File: src/rtl/rs232_pkg.sv
// Shared types and helpers for the RS232 stream transmitter/receiver pair.
package rs232_pkg;

  typedef enum logic [1:0] {
    IDLE  = 2'd0,
    START = 2'd1,
    DATA  = 2'd2,
    STOP  = 2'd3
  } state_t;

  localparam int DATA_BITS = 8;

  function automatic int clks_per_bit(input int freq, input int baud);
    return freq / baud;
  endfunction

endpackage

File: src/rtl/rs232_baud_counter.sv
// Bit-period timer: counts 0..CLKS_PER_BIT-1 and pulses tick on the terminal count.
module rs232_baud_counter #(
  parameter int CLKS_PER_BIT = 868
) (
  input  logic clk,
  input  logic rst,
  input  logic clear,
  output logic tick
);

  localparam int CNT_W = $clog2(CLKS_PER_BIT);
  localparam logic [CNT_W-1:0] TERMINAL = CNT_W'(CLKS_PER_BIT - 1);

  logic [CNT_W-1:0] cnt_q;
  logic [CNT_W-1:0] cnt_d;

  assign tick = (cnt_q == TERMINAL);

  always_comb begin
    cnt_d = cnt_q + CNT_W'(1);
    if (clear || tick) begin
      cnt_d = '0;
    end
  end

  always_ff @(posedge clk or posedge rst) begin
    if (rst) begin
      cnt_q <= '0;
    end else begin
      cnt_q <= cnt_d;
    end
  end

endmodule

File: src/rtl/rs232_stream_tx.sv
// Stream-to-RS232 transmitter: accepts one word per stb/ack transfer and sends bits [7:0] as 8N1/8N2.
//   state | meaning
//   IDLE  | ack high, waiting for a transfer
//   START | driving the start bit (low)
//   DATA  | shifting out data bits LSB first
//   STOP  | driving STOP_BITS stop bits (high)
module rs232_stream_tx
  import rs232_pkg::*;
#(
  parameter int CLOCK_FREQUENCY = 100000000,
  parameter int BAUD_RATE       = 115200,
  parameter int STOP_BITS       = 1
) (
  input  logic        clk,
  input  logic        rst,
  input  logic [31:0] input_tx,
  input  logic        input_tx_stb,
  output logic        input_tx_ack,
  output logic        tx,
  output logic        busy
);

  localparam int CLKS_PER_BIT = clks_per_bit(CLOCK_FREQUENCY, BAUD_RATE);
  localparam int IDX_W        = $clog2(DATA_BITS);

  if (STOP_BITS != 1 && STOP_BITS != 2) begin : g_bad_stop_bits
    $error("rs232_stream_tx: STOP_BITS must be 1 or 2");
  end
  if (CLKS_PER_BIT < 2) begin : g_bad_clks_per_bit
    $error("rs232_stream_tx: CLOCK_FREQUENCY / BAUD_RATE must be at least 2");
  end

  state_t               state_q;
  logic [DATA_BITS-1:0] shift_q;
  logic [IDX_W-1:0]     bit_idx_q;
  logic                 stop_idx_q;
  logic                 tx_q;
  logic                 ack_q;
  logic                 busy_q;
  logic                 tick;
  logic                 unused_upper;

  assign unused_upper = ^input_tx[31:DATA_BITS];

  // Held in clear while idle, so every frame's start bit counts from zero;
  // later state entries coincide with the counter's own wrap.
  rs232_baud_counter #(
    .CLKS_PER_BIT(CLKS_PER_BIT)
  ) u_baud (
    .clk  (clk),
    .rst  (rst),
    .clear(state_q == IDLE),
    .tick (tick)
  );

  always_ff @(posedge clk or posedge rst) begin
    if (rst) begin
      state_q    <= IDLE;
      shift_q    <= '0;
      bit_idx_q  <= '0;
      stop_idx_q <= 1'b0;
      tx_q       <= 1'b1;
      ack_q      <= 1'b0;
      busy_q     <= 1'b0;
    end else begin
      case (state_q)
        IDLE: begin
          if (input_tx_stb && ack_q) begin
            shift_q <= input_tx[DATA_BITS-1:0];
            ack_q   <= 1'b0;
            busy_q  <= 1'b1;
            tx_q    <= 1'b0;
            state_q <= START;
          end else begin
            ack_q <= 1'b1;
          end
        end
        START: begin
          if (tick) begin
            bit_idx_q <= '0;
            tx_q      <= shift_q[0];
            state_q   <= DATA;
          end
        end
        DATA: begin
          if (tick) begin
            if (bit_idx_q == IDX_W'(DATA_BITS - 1)) begin
              stop_idx_q <= 1'b0;
              tx_q       <= 1'b1;
              state_q    <= STOP;
            end else begin
              bit_idx_q <= bit_idx_q + IDX_W'(1);
              shift_q   <= {1'b0, shift_q[DATA_BITS-1:1]};
              tx_q      <= shift_q[1];
            end
          end
        end
        STOP: begin
          if (tick) begin
            if (stop_idx_q == 1'(STOP_BITS - 1)) begin
              busy_q  <= 1'b0;
              ack_q   <= 1'b1;
              state_q <= IDLE;
            end else begin
              stop_idx_q <= 1'b1;
            end
          end
        end
        default: state_q <= IDLE;
      endcase
    end
  end

  assign input_tx_ack = ack_q;
  assign tx           = tx_q;
  assign busy         = busy_q;

endmodule
File: config.mk
export PLATFORM = sky130hd
export DESIGN_NAME = rs232_stream_tx
export DESIGN_NICKNAME = d
export VERILOG_FILES = /design/src/rtl/rs232_pkg.sv /design/src/rtl/rs232_baud_counter.sv /design/src/rtl/rs232_stream_tx.sv
export SDC_FILE = /design/constraint.sdc
export NUM_CORES = 1
export LEC_CHECK = 0
export CAP_MARGIN = 10
export CORE_ASPECT_RATIO = 1.25
export CORE_MARGIN = 2
export CORE_UTILIZATION = 44
export DETAILED_ROUTE_END_ITERATION = 16
export GPL_ROUTABILITY_DRIVEN = 0
export PLACE_DENSITY_LB_ADDON = 0.2
export SYNTH_ARGS = -nofsm -noshare
export SYNTH_HDL_FRONTEND = slang
export SYNTH_HIERARCHICAL = 1
export SYNTH_SLANG_ARGS = --single-unit
File: constraint.sdc
create_clock -name clk -period 2.5 [get_ports clk]
set_input_delay 0.5 -clock clk [delete_from_list [all_inputs] [get_ports clk]]
set_output_delay 0.5 -clock clk [all_outputs]
set_load 0.005 [all_outputs]
==> impl_metrics.ini <==
[cts]
clock_latency_ns = 0.27
root_buffer = clkbuf_8
clock_path_buffers = 2
clock-sinks = 26
clkTransAtPathRegs_ns = 0.09
cts_made_buffers = 3
cts_tree = yes
cts.htree.levels = 1

[die]
die_x_um = 56.1
ios = 38
die-area_um2 = 3880
coreArea_um2 = 3220
initial_core_util_pct = 46.3
die_h_um = 69.1
rows = 23

[timing]
clock.fmax_ghz = 0.442
rsz0062_at_grt = no
slew_viol_final = 0
fin_crit_sh_pct = 90.6
skew_ns = 0.00282
final.setup.worst_slack_ns = 0.236
hold_viol = 0
setup_viol = 0
worst_slew_margin_rel_pct = 54.9
min_period_ns = 2.26
tns_ns = 0
worst_pin_slew_ns = 0.675
holdWs_ns = 0.511

[detailed_routing]
antenna_left = 0
first_pass_iters = 4
vias_per_cell = 5.59
drc = 0
drt_iter0_drc = 15
wl_per_cell_um = 14.2
vias = 1056
wirelength_um = 2690

[synthesis]
synth_top_area_cell = dfrtp_1
synth_nets = 177
yosysUniqueCellTypes = 39
yosysSeqAreaShare_pct = 43.7
synth_simple_gate_area_share_pct = 15.0
syn_area_um2 = 1490
ys_warn_count = 6
synthFlopType = dfrtp_1
ys_async_sr_fraction_pct = 100
synth-edff-count = 0
synth_xor_area_share_pct = 1.76
yosys-top-cells-area = dfrtp_1 (42%), mux2_2 (12%), ha_1 (6.7%), a22o_1 (2.9%), nand3_1 (2.7%)
synth_top_family_by_area = compound AO/OA/AOI/OAI gates
syn_inst = 134
synth_top_area_share_pct = 41.9
synthMuxAreaShare_pct = 12.7
synth_compound_area_share_pct = 16.2
postSynthAreaPerCell_um2 = 11.1
synth_fa_ha_area_share_pct = 6.71
ys_ff_latch = 26

[place]
port_buffers = 13
place_ws_ns = 0.0884
dp.cells = 184
post-dp-hpwl_um = 2060

[finish]
final.fill_count = 296
nNetsFinal = 196
area_growth_pct = 16.9
utilization_pct = 54.2
drive_gt1_share_pct = 19.7
num_antenna_cells = 0
fin_cells = 189

[min_path]
worstHoldPathType = reg2reg
min_from = shift_q[3]$_DFFE_PP0P_

[worst_setup_path]
critPathKind = reg2reg
end_kind = flip-flop
reg2reg_from = u_baud/cnt_q[0]$_DFF_PP0_
crit_path_max_fanout = 8
cp-start-kind = flip-flop
worstPathArrival_ns = 2.42
crit_required_ns = 2.66
critical_path.startpoint = u_baud/cnt_q[0]$_DFF_PP0_

[global_routing]
grt_max_degree = 17
globalRouteTotalUtil_pct = 15.4
grt_pass1_vias = 1073
grt_pass1_wl_um = 4800
antenna_found_initial = 0
gr-total-overflow = 0

[run]
maxCapViolations = 0

[pwr]
ir_drop_mv = 0.267
power_density_nw_per_um2 = 423
p_leak_nw = 0.725

[outcome]
run_status = completed
-- Yosys cell counts (2+ instances only) --
cell type  number
ha_1            8
buf_2           2
nand2_1         5
inv_1           8
nand4_1         2
nand2b_1        4
nor2_1          8
or3_1           4
dfrtp_1        25
o21ai_0         8
a21oi_1         4
mux2_2         16
nand3_1         8
a21boi_0        2
xor2_1          2
a22o_1          5
-- kinds of logic after synthesis --
logic type | Yosys count
buffers and inverters | 12
AND/OR/NAND/NOR | 38
adder cells (fa/ha/maj) | 8
flip-flops | 26
multiplexers | 17
AO/OA/AOI/OAI | 30
XOR/XNOR | 3
-- critical path, stage by stage (launching register included) --
cell and delay (ns):
dfrtp_1 0.44, ha_1 0.25, nand4bb_4 0.15, nor4_1 0.38, nand2b_1 0.17, a211oi_4 0.27
buf_12 0.16, mux2_2 0.33
-- stage by stage --
stage	power [W]	instance area [um2]
6_report	0.000739	1750
5_1_grt	0.000770	1750
4_1_cts	0.000747	1730
3_5_place_dp	0.000474	1670
3_3_place_gp	0.000473	1670
2_1_floorplan	0.000453	1490
-- state kept, by name, summed over array words and instances (netlist names) --
name,flops
busy,1
state_q,2
u_baud/cnt_q,10
bit_idx_q,3
tx,1
shift_q,8
input_tx_ack,1
-- layout by cell type, fill, tap and decap left out, drive strengths merged, types with 5 or more instances in the layout --
master | netlist | final
clkdlybuf4s50 | 0 | 13
mux2 | 16 | 16
nand2 | 5 | 5
a22o | 5 | 5
nor2 | 8 | 8
inv | 8 | 8
nand3 | 8 | 8
ha | 8 | 8
o21ai | 8 | 8
buf | 4 | 5
dfrtp | 25 | 25
-- routing by layer --
layer	up-vias	GRT usage (%)	wire (um)
met5	-	0	0
li1	521	-	-
met1	513	18.0	1150
met3	2	2.25	89
met2	20	28.2	1440
met4	0	5.03	14
-- area by class of cell --
cell class | count | area, um2 | share of cell area (%)
Multi-Input combinational cell | 96 | 782 | 44.8
Sequential cell | 26 | 652 | 37.3
Timing Repair Buffer | 18 | 180 | 10.3
Clock buffer | 4 | 55.1 | 3.15
Tap cell | 37 | 46.3 | 2.65
Inverter | 8 | 30.0 | 1.72
-- power breakdown --
part           internal (W)  switching, W
registers          0.000426    0.00000267
logic             0.0000222     0.0000139
clock network      0.000141      0.000133
-- repair_timing --
action                     4_1_cts  5_1_grt
setup endpoints to repair        0        7
buffers inserted                 0        1
resized for setup                0        0
hold buffers                     0        0
-- final timing paths --
check | to | slack [ns] | depth (start not counted)
max | shift_q[5]$_DFFE_PP0P_ | 0.24 | 7
min | shift_q[3]$_DFFE_PP0P_ | 0.51 | 1
max reg2reg | shift_q[5]$_DFFE_PP0P_ | 0.24 | 7
min reg2reg | shift_q[3]$_DFFE_PP0P_ | 0.51 | 1
max in group asynchronous | shift_q[3]$_DFFE_PP0P_ | 1.42 | 2
min in group asynchronous | u_baud/cnt_q[9]$_DFF_PP0_ | 0.53 | 2
(Power assumes the default switching activity.)
